$ cat config.mk
export PLATFORM = sky130hd
export DESIGN_NAME = exception_ctrl
export DESIGN_NICKNAME = d
export VERILOG_FILES = /design/src/rtl/exc_pkg.sv /design/src/rtl/irq_sync.sv /design/src/rtl/exception_ctrl.sv
export SDC_FILE = /design/constraint.sdc
export NUM_CORES = 1
export LEC_CHECK = 0
export ABC_AREA = 1
export CAP_MARGIN = 10
export CORE_ASPECT_RATIO = 1.1
export CORE_MARGIN = 2
export CORE_UTILIZATION = 39
export CTS_CLUSTER_DIAMETER = 60
export DETAILED_ROUTE_END_ITERATION = 10
export PLACE_DENSITY = 0.75
export SLEW_MARGIN = 5
export SYNTH_ARGS = -nofsm -noshare
export SYNTH_HDL_FRONTEND = slang
export SYNTH_SLANG_ARGS = --single-unit
$ cat constraint.sdc
create_clock -name clk -period 1.7 [get_ports clk]
set_input_delay 0.17 -clock clk [delete_from_list [all_inputs] [get_ports clk]]
set_output_delay 0.17 -clock clk [all_outputs]
set_load 0.01 [all_outputs]
$ cat src/rtl/exc_pkg.sv
// Shared types and constants for the exception controller.
// State encoding is architecturally visible through the MRS state word.
package exc_pkg;

  typedef enum logic [1:0] {
    ST_RUN     = 2'd0,
    ST_HANDLER = 2'd1,
    ST_LOCKUP  = 2'd2
  } state_e;

  localparam logic [3:0] ESTAT_IRQ   = 4'b0001;
  localparam logic [3:0] ESTAT_UNDEF = 4'b0010;

  localparam logic [1:0] SEL_ELR   = 2'd0;
  localparam logic [1:0] SEL_ESR   = 2'd1;
  localparam logic [1:0] SEL_STATE = 2'd2;

endpackage

$ cat src/rtl/irq_sync.sv
// Two-flop synchronizer for the asynchronous interrupt request line.
module irq_sync (
  input  logic clk,
  input  logic reset,
  input  logic i_async,
  output logic o_sync
);

  logic r_meta;
  logic r_sync;

  always_ff @(posedge clk) begin
    if (reset) begin
      r_meta <= 1'b0;
      r_sync <= 1'b0;
    end else begin
      r_meta <= i_async;
      r_sync <= r_meta;
    end
  end

  assign o_sync = r_sync;

endmodule

$ cat src/rtl/exception_ctrl.sv
// Exception/interrupt controller: RUN/HANDLER/LOCKUP FSM, ELR/ESR capture, redirect.
// Optional macro IRQ_PENDING_EN latches IRQ edges seen outside RUN.
module exception_ctrl
  import exc_pkg::*;
#(
  parameter int unsigned     PC_W        = 64,
  parameter logic [PC_W-1:0] VECTOR_ADDR = PC_W'(64'h0000_0000_0000_00D8)
) (
  input  logic            clk,
  input  logic            reset,
  input  logic            irq_raw,
  input  logic            Exc,
  input  logic [3:0]      EStatus,
  input  logic            ERet,
  input  logic [PC_W-1:0] PC_EX,
  input  logic [1:0]      SysRegSel,
  output logic            ExtIRQ,
  output logic            PCRedirect,
  output logic [PC_W-1:0] RedirectPC,
  output logic            FlushPipe,
  output logic [PC_W-1:0] ELR,
  output logic [3:0]      ESR,
  output logic [PC_W-1:0] SysRegData,
  output logic            Halt
);

  state_e          r_state;
  logic [PC_W-1:0] r_elr;
  logic [3:0]      r_esr;
  logic            r_halt;

  logic w_irq_sync;
  logic w_irq_req;
  logic w_take_exc;
  logic w_take_eret;

  irq_sync u_irq_sync (
    .clk     (clk),
    .reset   (reset),
    .i_async (irq_raw),
    .o_sync  (w_irq_sync)
  );

  // Redirects are decoded combinationally; reset suppresses them in the same cycle.
  assign w_take_exc  = ~reset & (r_state == ST_RUN) & Exc;
  assign w_take_eret = ~reset & (r_state == ST_HANDLER) & ERet & ~Exc;

  assign PCRedirect = w_take_exc | w_take_eret;
  assign FlushPipe  = PCRedirect;
  assign RedirectPC = w_take_exc  ? VECTOR_ADDR :
                      w_take_eret ? r_elr       : '0;

  always_ff @(posedge clk) begin
    if (reset) begin
      r_state <= ST_RUN;
      r_elr   <= '0;
      r_esr   <= '0;
      r_halt  <= 1'b0;
    end else begin
      unique case (r_state)
        ST_RUN: begin
          if (Exc) begin
            r_state <= ST_HANDLER;
            r_esr   <= EStatus;
            r_elr   <= (EStatus == ESTAT_IRQ) ? PC_EX : PC_EX + PC_W'(4);
          end
        end
        ST_HANDLER: begin
          if (Exc) begin
            r_state <= ST_LOCKUP;
            r_halt  <= 1'b1;
          end else if (ERet) begin
            r_state <= ST_RUN;
          end
        end
        ST_LOCKUP: begin
          r_halt <= 1'b1;
        end
        default: begin
          r_state <= ST_RUN;
        end
      endcase
    end
  end

`ifdef IRQ_PENDING_EN
  logic r_irq_q;
  logic r_pending;

  always_ff @(posedge clk) begin
    if (reset) begin
      r_irq_q   <= 1'b0;
      r_pending <= 1'b0;
    end else begin
      r_irq_q <= w_irq_sync;
      if (w_take_exc && (EStatus == ESTAT_IRQ)) begin
        r_pending <= 1'b0;
      end else if (w_irq_sync && !r_irq_q && (r_state != ST_RUN)) begin
        r_pending <= 1'b1;
      end
    end
  end

  assign w_irq_req = w_irq_sync | r_pending;
`else
  assign w_irq_req = w_irq_sync;
`endif

  assign ExtIRQ = ~reset & w_irq_req & (r_state == ST_RUN) & ~PCRedirect;

  assign ELR  = r_elr;
  assign ESR  = r_esr;
  assign Halt = r_halt;

  always_comb begin
    SysRegData = '0;
    case (SysRegSel)
      SEL_ELR:   SysRegData = r_elr;
      SEL_ESR:   SysRegData = PC_W'(r_esr);
      SEL_STATE: SysRegData = PC_W'({r_state, r_halt});
      default:   SysRegData = '0;
    endcase
  end

endmodule

==> summary.md, run 1 <==
| Metric | Value |
|---|---|
| Number of top-level pins | `approximately 280` |
| Clock transition at the registers of the reported paths | `0.06 ns` |
| Placer's final routability congestion estimate | `around 1.0` |
| Async set-or-reset flop fraction in the synthesized netlist | `0%` |
| Antenna violations before repair | `0` |
| CP arrival | `around 1.6 ns` |
| Peak supply drop | `between 0.4 and 0.5 mV` |
| Worst setup margin | `-0.0887 ns` |
| Number of clock sinks | `73` |
| Area overhead of the layout relative to synthesis | `96.4%` |
| Deepest clock path buffer count | `2` |
| Number of remaining DRC errors | `0` |
| Starting density of the core | `around two fifths` |
| Cell types occupying the most area after synthesis | `sky130_fd_sc_hd__dfxtp_1 26%, sky130_fd_sc_hd__nor2_1 14%, sky130_fd_sc_hd__nand2_1 12%` |
| Count of flip-flops with a built-in enable after synthesis | `0` |
| Register-to-register setup slack | `approximately 0.070 ns` |
| Width of the chip | `118 µm` |
| Remaining antenna violation count | `0` |
| Largest area contributor in the netlist | `sky130_fd_sc_hd__dfxtp_1` |
| Cell Pwr Density | `582 nW/µm²` |
| Violations in the final reports | `negative setup slack` |
| Fill cell total of the finished layout | `between 900 and 1000` |
| Number of nets in the synthesized netlist | `~1000` |
| Maximum number of pins on one net before global-route repair | `44` |
| RSZ-0062 raised after global routing | `yes` |
| Sum of routed wire length over all layers | `28400 µm` |
| Number of warning messages in the yosys log | `0` |
| Wire length of the first global-routing pass | `39400 µm` |
| Average size of a mapped cell | `5.73 µm²` |
| Routed vias | `roughly 8400` |
| Total number of placement rows | `45` |
| Part of the Yosys area used for sequential elements | `26.3%` |
| Actual transition at the worst max-transition pin | `between 0.4 and 0.5 ns` |
| Area of the die | `15200 µm²` |
| Number of buffers inserted during clock tree synthesis | `9` |
| Count of TritonRoute iterations in the first routing pass | `5` |
| Inserted Diodes | `0` |
| Flops & latches, synth | `73` |
| Buffers on Ports | `274` |
| Number of instances in the synthesized netlist | `between 900 and 1000` |
| Total power | `between 6 and 7 mW` |
| Number of max-capacitance violations reported | `0` |
| Count of final hold-check violations | `0` |
| Via count of the first global-routing pass | `between 7000 and 8000` |
| Count of placed standard cells in the final layout, fillers left out | `~1600` |
| Sort of element at the end of the critical path | `output port` |
| Final core area utilization | `between 70% and 80%` |
| Clock tree from TritonCTS | `yes` |
| Insertion delay to the later sink of the worst-skew pair | `approximately 0.34 ns` |
| Most common cell in the synthesized netlist | `sky130_fd_sc_hd__nor2_1` |
| H-tree level count | `3` |
| F_max | `559 MHz` |
| Leading cell types by count after synthesis | `207 x sky130_fd_sc_hd__nor2_1, 175 x sky130_fd_sc_hd__nand2_1, 164 x sky130_fd_sc_hd__inv_1` |
| Number of DRC markers after the initial detailed-route iteration | `896` |
| Headroom to the max-slew limit | `a little under three quarters` |
| Clock tree skew after final layout | `about 0.0063 ns` |
| Via-per-instance ratio | `around 5.2` |
| GRT Total Usage | `about a third` |
| Clock period minus final worst setup slack | `1.79 ns` |
| Die height | `between 100 and 150 µm` |
| Type of the worst setup path | `flip-flop to output port` |
| Overflow left after global routing | `0` |
| Layout Nets | `1508` |
| Main flop type after synthesis | `sky130_fd_sc_hd__dfxtp_1` |
| Netlist Area Pre-Place | `5560 µm²` |
| Endpoint required time on the critical path | `1.53 ns` |
| Kind of start point of the critical path | `flip-flop` |
| Largest driver fanout on the critical path | `6` |
| Leakage power | `roughly 5.4 nW` |
| Core area | `13900 µm²` |
| Hold bufs inserted after CTS | `0` |
| Layout cell share with drive strength beyond 1 | `between 30% and 40%` |
| Pins over their slew limit | `0` |
| Setup violations, final | `53` |
| Worst R2R Path Depth | `9` |
| Hold-critical path depth | `4` |
| Status | `finished, violations left` |
| Share of the cycle needed by the critical path after routing | `105%` |
| Clock Root Buffer | `sky130_fd_sc_hd__clkbuf_16` |
| Hold Crit Class | `input pin to flip-flop` |
| Netlist cell types | `36` |
| Detailed-route wire length per cell | `~17 µm` |
| Fraction of synthesized cell area taken by the top area cell type | `26.3%` |
| # placed instances | `about 1600` |
| DPL Wire Length | `20200 µm` |
## worst max-delay path, stage by stage (launching register included)
cell	delay, ns
sky130_fd_sc_hd__dfxtp_2	0.36
sky130_fd_sc_hd__inv_2	0.05
sky130_fd_sc_hd__nor2_4	0.08
sky130_fd_sc_hd__nand4_1	0.10
sky130_fd_sc_hd__buf_6	0.16
sky130_fd_sc_hd__buf_12	0.14
sky130_fd_sc_hd__clkbuf_16	0.16
sky130_fd_sc_hd__nor2_1	0.08
sky130_fd_sc_hd__buf_2	0.13
## area by class of cell
cell class | count | area (µm²) | area share [%]
Timing Repair Buffer | 489 | 4320 | 39.6
Tap cell | 188 | 235 | 2.16
Sequential cell | 73 | 1460 | 13.4
Clock buffer | 10 | 239 | 2.19
Multi-Input combinational cell | 686 | 3920 | 35.9
Clock inverter | 6 | 90.1 | 0.826
Inverter | 173 | 649 | 5.95
## repair_timing
| item | CTS | global route |
|---|---|---|
| gates resized for setup | 406 | 244 |
| pin swaps | 13 | 29 |
| gates cloned | 3 | 5 |
| buffers inserted | 16 | 13 |
| endpoints found under the setup margin | 171 | 125 |
## stage by stage
step	hold WS, ns	instance area (µm²)	TNS, ns	worst slack (ns)
5_1_grt	0.311	10900	-9.14	-0.179
3_5_place_dp	0.394	9780	-47.74	-0.425
4_1_cts	0.371	10100	-2.47	-0.134
3_3_place_gp	0.391	9780	-43.92	-0.409
2_1_floorplan	0.270	5560	0	0.227
6_report	0.299	10900	-2.73	-0.0887
## power breakdown
group	switching (mW)	internal, mW
Clock	0.773	1.33
Combinational	1.15	1.05
Sequential	0.154	1.89
Total	2.08	4.27
## worst paths after layout
path / from / end
max: r_state[0]$_SDFFE_PP0P_ / RedirectPC[41]
min: PC_EX[18] / ELR[18]$_SDFFE_PP0P_
max reg2reg: r_state[1]$_SDFFE_PP0P_ / ELR[42]$_SDFFE_PP0P_
min reg2reg: u_irq_sync.r_meta$_SDFF_PP0_ / u_irq_sync.o_sync$_SDFF_PP0_
## state kept, by name (all words and copies together) (netlist names)
name	count
ESR	4
r_state	2
ELR	64
u_irq_sync.r_meta	1
Halt	1
u_irq_sync.o_sync	1
## metal layers
metal	global-route usage, %	up-vias	wire (µm)
met4	9.85	0	976
met3	5.11	85	2430
met2	56.6	469	13800
met5	0	-	0
li1	-	3947	-
met1	42.3	3896	11200
## placed cells by master, fill, tap and decap left out, types with 4 or more instances in the layout
master                              n
sky130_fd_sc_hd__buf_4            189
sky130_fd_sc_hd__inv_1            160
sky130_fd_sc_hd__nand2_1          157
sky130_fd_sc_hd__nor2_1           135
sky130_fd_sc_hd__clkdlybuf4s50_1  119
sky130_fd_sc_hd__dfxtp_1           71
sky130_fd_sc_hd__o21ai_0           59
sky130_fd_sc_hd__a21oi_1           59
sky130_fd_sc_hd__nand3_1           52
sky130_fd_sc_hd__nor2_4            48
sky130_fd_sc_hd__nor2_2            45
sky130_fd_sc_hd__buf_2             43
sky130_fd_sc_hd__buf_6             33
sky130_fd_sc_hd__dlygate4sd2_1     32
sky130_fd_sc_hd__clkbuf_2          31
sky130_fd_sc_hd__dlymetal6s2s_1    22
sky130_fd_sc_hd__nand2_2           20
sky130_fd_sc_hd__xor2_1            15
sky130_fd_sc_hd__clkbuf_16         14
sky130_fd_sc_hd__inv_2             13
sky130_fd_sc_hd__nand4_1           12
sky130_fd_sc_hd__xnor2_1           10
sky130_fd_sc_hd__buf_12            10
sky130_fd_sc_hd__nor3_1             9
sky130_fd_sc_hd__nand3_2            7
sky130_fd_sc_hd__o211ai_1           6
sky130_fd_sc_hd__o21ai_1            6
sky130_fd_sc_hd__a21oi_2            6
sky130_fd_sc_hd__nor3_2             5
sky130_fd_sc_hd__nor3_4             5
sky130_fd_sc_hd__nand2_4            4
sky130_fd_sc_hd__o21ai_2            4
## logic make-up after synthesis
kind of cell,share of synthesized area [%]
and+or+nand+nor,40.6
buffers and inverters,14.4
AOI/OAI and AO/OA,13.6
DFF,26.3
xor gates and xnor gates,4.89
adders and majority gates,0.225
(Power assumes the default switching activity.)
==> run 2: changes to the inputs <==
- CTS_BUF_LIST: default -> sky130_fd_sc_hd__clkbuf_4 sky130_fd_sc_hd__clkbuf_8 sky130_fd_sc_hd__clkbuf_16
- SKIP_CTS_REPAIR_TIMING: default -> 1
==> summary.md, run 2 (same netlist as run 1, synthesis figures left out) <==
| Metric | Value |
|---|---|
| F_max | `a little over 500 MHz` |
| Endpoint of the most critical setup path | `RedirectPC[57]` |
| Largest driver fanout on the critical path | `6` |
| Pre-CTS WS | `-0.425 ns` |
| Crit path max-delay cell type | `sky130_fd_sc_hd__dfxtp_2` |
| Clock Root Buffer | `sky130_fd_sc_hd__clkbuf_16` |
| Number of max-capacitance violations reported | `0` |
| Area of the die | `roughly 15000 µm²` |
| Count of TritonRoute iterations in the first routing pass | `6` |
| Wire length of the first global-routing pass | `36700 µm` |
| Leakage power | `between 6 and 7 nW` |
| Via count of the first global-routing pass | `between 6000 and 7000` |
| Layout cell share with drive strength beyond 1 | `approximately a third` |
| Clock tree skew after final layout | `between 0.007 and 0.008 ns` |
| Sequential share of power | `32.1%` |
| Sum of buffers and inverters on the critical path | `5` |
| Total number of placement rows | `45` |
| Count of placed standard cells in the final layout, fillers left out | `~1600` |
| Via-per-instance ratio | `just over 5` |
| Switching power as a share of total power | `between 30% and 40%` |
| Commonest non-fill, non-tap cell in the layout | `sky130_fd_sc_hd__buf_4` |
| Actual transition at the worst max-transition pin | `around 0.45 ns` |
| Origin of the critical flop-to-flop path | `r_state[1]$_SDFFE_PP0P_` |
| Peak supply drop | `between 0.4 and 0.5 mV` |
| Width of the chip | `118 µm` |
| Buffers on Ports | `between 200 and 300` |
| DPL Wire Length | `~20000 µm` |
| Max reg flops | `64` |
| Number of remaining DRC errors | `0` |
| Endpoint required time on the critical path | `1.53 ns` |
| # placed instances | `roughly 1600` |
| CP arrival | `about 1.8 ns` |
| Sum of routed wire length over all layers | `29300 µm` |
| Register-to-register setup slack | `-0.02 ns` |
| Number of DRC markers after the initial detailed-route iteration | `around 850` |
| GRT Total Usage | `just over 30%` |
| Number of top-level pins | `between 200 and 300` |
| Layout Nets | `between 1000 and 1500` |
| CP peak stage delay | `0.36 ns` |
| Worst setup margin | `-0.283 ns` |
| Hold Crit Class | `input pin to flip-flop` |
| Pins over their slew limit | `0` |
| Placer's final routability congestion estimate | `around 1` |
| Routed vias | `between 8000 and 9000` |
| Starting density of the core | `~40%` |
| Series of cell instances along the critical path | `inv_2 > nor2_2 > nand4_1 > buf_6 > buf_12 > clkbuf_16 > nor2_1 > buf_2` |
| Insertion delay to the later sink of the worst-skew pair | `0.34 ns` |
| Headroom to the max-slew limit | `between 70% and 80%` |
| Sort of element at the end of the critical path | `output port` |
| Net load switching power | `between 2 and 2.5 mW` |
| Commonest non-fill, non-tap cells in the layout | `181 x sky130_fd_sc_hd__buf_4, 159 x sky130_fd_sc_hd__inv_1, 156 x sky130_fd_sc_hd__nand2_1, 126 x sky130_fd_sc_hd__nor2_1, 115 x sky130_fd_sc_hd__clkdlybuf4s50_1` |
| Startpoint of the most critical setup path | `r_state[0]$_SDFFE_PP0P_` |
| RSZ-0062 raised after global routing | `yes` |
| Kind of start point of the critical path | `flip-flop` |
| Maximum number of pins on one net before global-route repair | `44` |
| Setup violations, final | `70` |
| Cell Int Power | `4.26 mW` |
| Count of final hold-check violations | `0` |
| Number of buffers inserted during clock tree synthesis | `9` |
| Clock tree from TritonCTS | `yes` |
| Clk network pwr share | `33.1%` |
| Combinational power share | `between 30% and 40%` |
| Antenna violations before repair | `1` |
| Detailed-route wire length per cell | `~18 µm` |
| Share of the cycle needed by the critical path after routing | `117%` |
| Number of clock sinks | `73` |
| Type of the worst setup path | `flip-flop to output port` |
| Remaining antenna violation count | `0` |
| Die height | `between 100 and 150 µm` |
| Worst R2R Path Depth | `11` |
| Total power | `around 6.4 mW` |
| Clock transition at the registers of the reported paths | `around 0.06 ns` |
| Status | `finished, violations left` |
| Area overhead of the layout relative to synthesis | `104%` |
| Deepest clock path buffer count | `2` |
| Family with the most delay on the worst path | `buffers and inverters` |
| Core area | `13900 µm²` |
| Depth of the critical timing path with buffers and inverters included | `8` |
| H-tree level count | `3` |
| Clock period minus final worst setup slack | `between 1.5 and 2 ns` |
| Violations in the final reports | `negative setup slack` |
| Cell Pwr Density | `roughly 560 nW/µm²` |
| Overflow left after global routing | `0` |
| Reg-to-reg endpoint | `ELR[37]$_SDFFE_PP0P_` |
## run 2: cell count changes in the layout (fill, tap and decap cells not counted), moves of 4 or more
cell | before | now
sky130_fd_sc_hd__clkdlybuf4s50_1 | 119 | 115
sky130_fd_sc_hd__dlymetal6s2s_1 | 22 | 92
sky130_fd_sc_hd__clkbuf_2 | 31 | 1
sky130_fd_sc_hd__buf_6 | 33 | 44
sky130_fd_sc_hd__buf_8 | 0 | 4
sky130_fd_sc_hd__buf_4 | 189 | 181
sky130_fd_sc_hd__dlygate4sd2_1 | 32 | 0
sky130_fd_sc_hd__nor2_1 | 135 | 126
sky130_fd_sc_hd__nor2_4 | 48 | 58
sky130_fd_sc_hd__buf_2 | 43 | 26
## run 2: metal layers
metal,GRT usage (%),part of all wire (%),vias to the layer above
met1,39.2,40,3863
met3,6.25,8.2,80
li1,-,-,3916
met4,9.43,3.6,0
met2,51.6,49,485
met5,0,0,-
## run 2: layout make-up
class,instances,area (µm²)
diodes,1,2.50
clock buffers,10,239
clock inverters,6,90.1
fillers,873,2510
inverters,173,652
multi-input cells,686,3980
flip-flops and latches,73,1460
well taps,188,235
repair buffers,478,4680
## run 2: worst min-delay path by stage
stage | start | to | slack (ns) | depth (start not counted)
4_1_cts | irq_raw | u_irq_sync.r_meta$_SDFF_PP0_ | 0.37 | 3
6_report | EStatus[3] | ESR[3]$_SDFFE_PP0P_ | 0.12 | 3
2_1_floorplan | ERet | r_state[0]$_SDFFE_PP0P_ | 0.27 | 1
5_1_grt | EStatus[2] | ESR[2]$_SDFFE_PP0P_ | 0.16 | 3
3_3_place_gp | u_irq_sync.r_meta$_SDFF_PP0_ | u_irq_sync.o_sync$_SDFF_PP0_ | 0.39 | 2
3_5_place_dp | u_irq_sync.r_meta$_SDFF_PP0_ | u_irq_sync.o_sync$_SDFF_PP0_ | 0.39 | 2
## run 2: stage by stage
step / util, % / hold WS, ns / area (µm²) / setup TNS, ns
6_report: 81.9 / 0.123 / 11300 / -10.89
5_1_grt: 81.9 / 0.157 / 11300 / -12.86
4_1_cts: 73.0 / 0.371 / 10100 / -41.25
3_5_place_dp: 70.6 / 0.394 / 9780 / -47.74
3_3_place_gp: 70.6 / 0.391 / 9780 / -43.92
2_1_floorplan: - / 0.270 / 5560 / 0
## run 2: worst min-delay path, delay by kind of cell
| kind | cells | cell delay (ns) |
|---|---|---|
| buffers and inverters | 1 | 0.11 |
| AND/OR/NAND/NOR | 2 | 0.15 |
## run 2: power by group through the flow
stage          combinational [mW]  sequential [mW]  clock [mW]
6_report                     2.21             2.05        2.11
5_1_grt                      2.34             2.06        2.19
4_1_cts                      1.93             2.03        2.12
3_5_place_dp                 1.92             2.06           0
3_3_place_gp                 1.90             2.06           0
2_1_floorplan               0.664             2.10           0
==> run 3: changes to the inputs <==
- clock period: 1.7 -> 2.2 ns (I/O delays scaled with it)
==> summary.md, run 3 (same netlist as run 1, synthesis figures left out) <==
| Metric | Value |
|---|---|
| Status | `finished, violations left` |
| Cell Pwr Density | `roughly 470 nW/µm²` |
| Insertion delay to the later sink of the worst-skew pair | `about 0.34 ns` |
| Placed Instance Area | `approximately 8900 µm²` |
| Commonest non-fill, non-tap cells in the layout | `212 x sky130_fd_sc_hd__clkdlybuf4s50_1, 206 x sky130_fd_sc_hd__nor2_1, 174 x sky130_fd_sc_hd__nand2_1, 164 x sky130_fd_sc_hd__inv_1, 72 x sky130_fd_sc_hd__dfxtp_1` |
| Deepest clock path buffer count | `2` |
| Area overhead of the layout relative to synthesis | `69.0%` |
| Violations in the final reports | `negative setup slack` |
| Via count of the first global-routing pass | `between 6000 and 7000` |
| Overflow left after global routing | `0` |
| Number of buffers inserted during clock tree synthesis | `9` |
| Worst R2R Path Depth | `9` |
| Number of DRC markers after the initial detailed-route iteration | `531` |
| DPL Wire Length | `19500 µm` |
| Number of max-capacitance violations reported | `0` |
| Sum of routed wire length over all layers | `around 24000 µm` |
| Count of placed standard cells in the final layout, fillers left out | `1474` |
| Routed vias | `about 7200` |
| Width of the chip | `approximately 120 µm` |
| Starting density of the core | `between 40% and 50%` |
| Leakage power | `approximately 5 nW` |
| Sort of element at the end of the critical path | `output port` |
| Post-route cell area | `9390 µm²` |
| Kind of start point of the critical path | `input pin` |
| GRT Total Usage | `around 29%` |
| Hold-critical path depth | `2` |
| Peak supply drop | `slightly above 0.3 mV` |
| Layout cell share with drive strength beyond 1 | `10.3%` |
| Wire length of the first global-routing pass | `roughly 34000 µm` |
| Via-per-instance ratio | `a little under 5` |
| Clock Root Buffer | `sky130_fd_sc_hd__clkbuf_16` |
| Setup violations, final | `1` |
| Detailed-route wire length per cell | `16.1 µm` |
| Commonest non-fill, non-tap cell in the layout | `sky130_fd_sc_hd__clkdlybuf4s50_1` |
| Endpoint required time on the critical path | `1.98 ns` |
| Core area | `about 14000 µm²` |
| Type of the worst setup path | `input pin to output port` |
| Count of final hold-check violations | `0` |
| # placed instances | `between 1000 and 1500` |
| Worst setup margin | `-0.0235 ns` |
| Origin of the critical flop-to-flop path | `r_state[1]$_SDFFE_PP0P_` |
| Total number of placement rows | `45` |
| Layout Nets | `1357` |
| Clock tree skew after final layout | `around 0.0085 ns` |
| Antenna violations before repair | `0` |
| Maximum number of pins on one net before global-route repair | `68` |
| Worst min-delay path endpoint | `u_irq_sync.o_sync$_SDFF_PP0_` |
| Reg-to-reg endpoint | `ELR[52]$_SDFFE_PP0P_` |
| Number of top-level pins | `roughly 280` |
| Buffers on Ports | `274` |
| Register-to-register setup slack | `0.22 ns` |
| F_max | `approximately 450 MHz` |
| Actual transition at the worst max-transition pin | `0.414 ns` |
| Number of clock sinks | `73` |
| HP Start | `u_irq_sync.r_meta$_SDFF_PP0_` |
| Max reg flops | `between 60 and 70` |
| Clock transition at the registers of the reported paths | `approximately 0.060 ns` |
| Count of TritonRoute iterations in the first routing pass | `5` |
| H-tree level count | `3` |
| Pins over their slew limit | `0` |
| Remaining antenna violation count | `0` |
| Clock tree from TritonCTS | `yes` |
| Share of the cycle needed by the critical path after routing | `101%` |
| Clock period minus final worst setup slack | `2.22 ns` |
| Final hold slack | `0.411 ns` |
| Inserted Diodes | `0` |
| Hold Crit Class | `flip-flop to flip-flop` |
| CP arrival | `about 2.0 ns` |
| Headroom to the max-slew limit | `between 70% and 80%` |
| Area of the die | `between 15000 and 20000 µm²` |
| Die height | `129 µm` |
| Number of remaining DRC errors | `0` |
| RSZ-0062 raised after global routing | `yes` |
| Placer's final routability congestion estimate | `around 1` |
| Largest driver fanout on the critical path | `28` |
## run 3: changes by cell type in the layout (fill, tap and decap cells not counted), moves of 6 or more
cell                              before  now
sky130_fd_sc_hd__buf_4               181   59
sky130_fd_sc_hd__nand3_1              51   57
sky130_fd_sc_hd__nor2_2               44   14
sky130_fd_sc_hd__nand2_2              23    6
sky130_fd_sc_hd__buf_6                44    0
sky130_fd_sc_hd__nor3_1               10   16
sky130_fd_sc_hd__dlymetal6s2s_1       92   62
sky130_fd_sc_hd__nand2_1             156  174
sky130_fd_sc_hd__nor2_4               58    8
sky130_fd_sc_hd__buf_2                26    0
sky130_fd_sc_hd__nor2_1              126  206
sky130_fd_sc_hd__o21ai_0              59   67
sky130_fd_sc_hd__clkdlybuf4s50_1     115  212
## run 3: cell type report
cell class / count / area [µm²]
fill: 1268 / 4460
sequential: 73 / 1460
clock buffer: 11 / 253
inverter: 173 / 649
timing repair buffer: 338 / 3450
multi-input combinational: 686 / 3300
clock inverter: 5 / 37.5
tap: 188 / 235
## run 3: how the worst max path moves through the flow
stage,start,endpoint
after CTS,r_state[0]$_SDFFE_PP0P_,RedirectPC[43]
after global placement,Exc,ELR[52]$_SDFFE_PP0P_
after floorplan,r_state[1]$_SDFFE_PP0P_,PCRedirect
after global routing,reset,ExtIRQ
after detailed placement,Exc,ELR[52]$_SDFFE_PP0P_
final,reset,ExtIRQ
## run 3: per-stage QoR
stage          util, %  worst slack, ns  TNS, ns  power [mW]
2_1_floorplan        -            0.677        0        2.14
3_3_place_gp      64.2          -0.0372  -0.0372        2.94
3_5_place_dp      64.2          -0.0271  -0.0630        2.95
4_1_cts           66.3           -0.111    -2.07        4.37
5_1_grt           67.8          -0.0898   -0.214        4.55
6_report          67.8          -0.0235  -0.0235        4.37
## run 3: report_power, final
group	switching, mW	internal [mW]	total [mW]
clock network	0.599	0.829	1.43
registers	0.118	1.46	1.58
logic	0.719	0.650	1.37
## run 3: worst max-delay path, stage by stage
cell	delay (ns)
sky130_fd_sc_hd__clkdlybuf4s50_1	0.43
sky130_fd_sc_hd__inv_1	0.15
sky130_fd_sc_hd__buf_4	0.31
sky130_fd_sc_hd__nand3_1	0.20
sky130_fd_sc_hd__nor2_1	0.14
sky130_fd_sc_hd__clkdlybuf4s50_1	0.54
## run 3: per-layer routing
metal  track usage, %  up-vias  share of wire [%]
met5                0        -                  0
li1                 -     3622                  -
met4             8.50        0                2.5
met2             49.1      287                 48
met3             4.31       43                6.4
met1             38.3     3208                 43
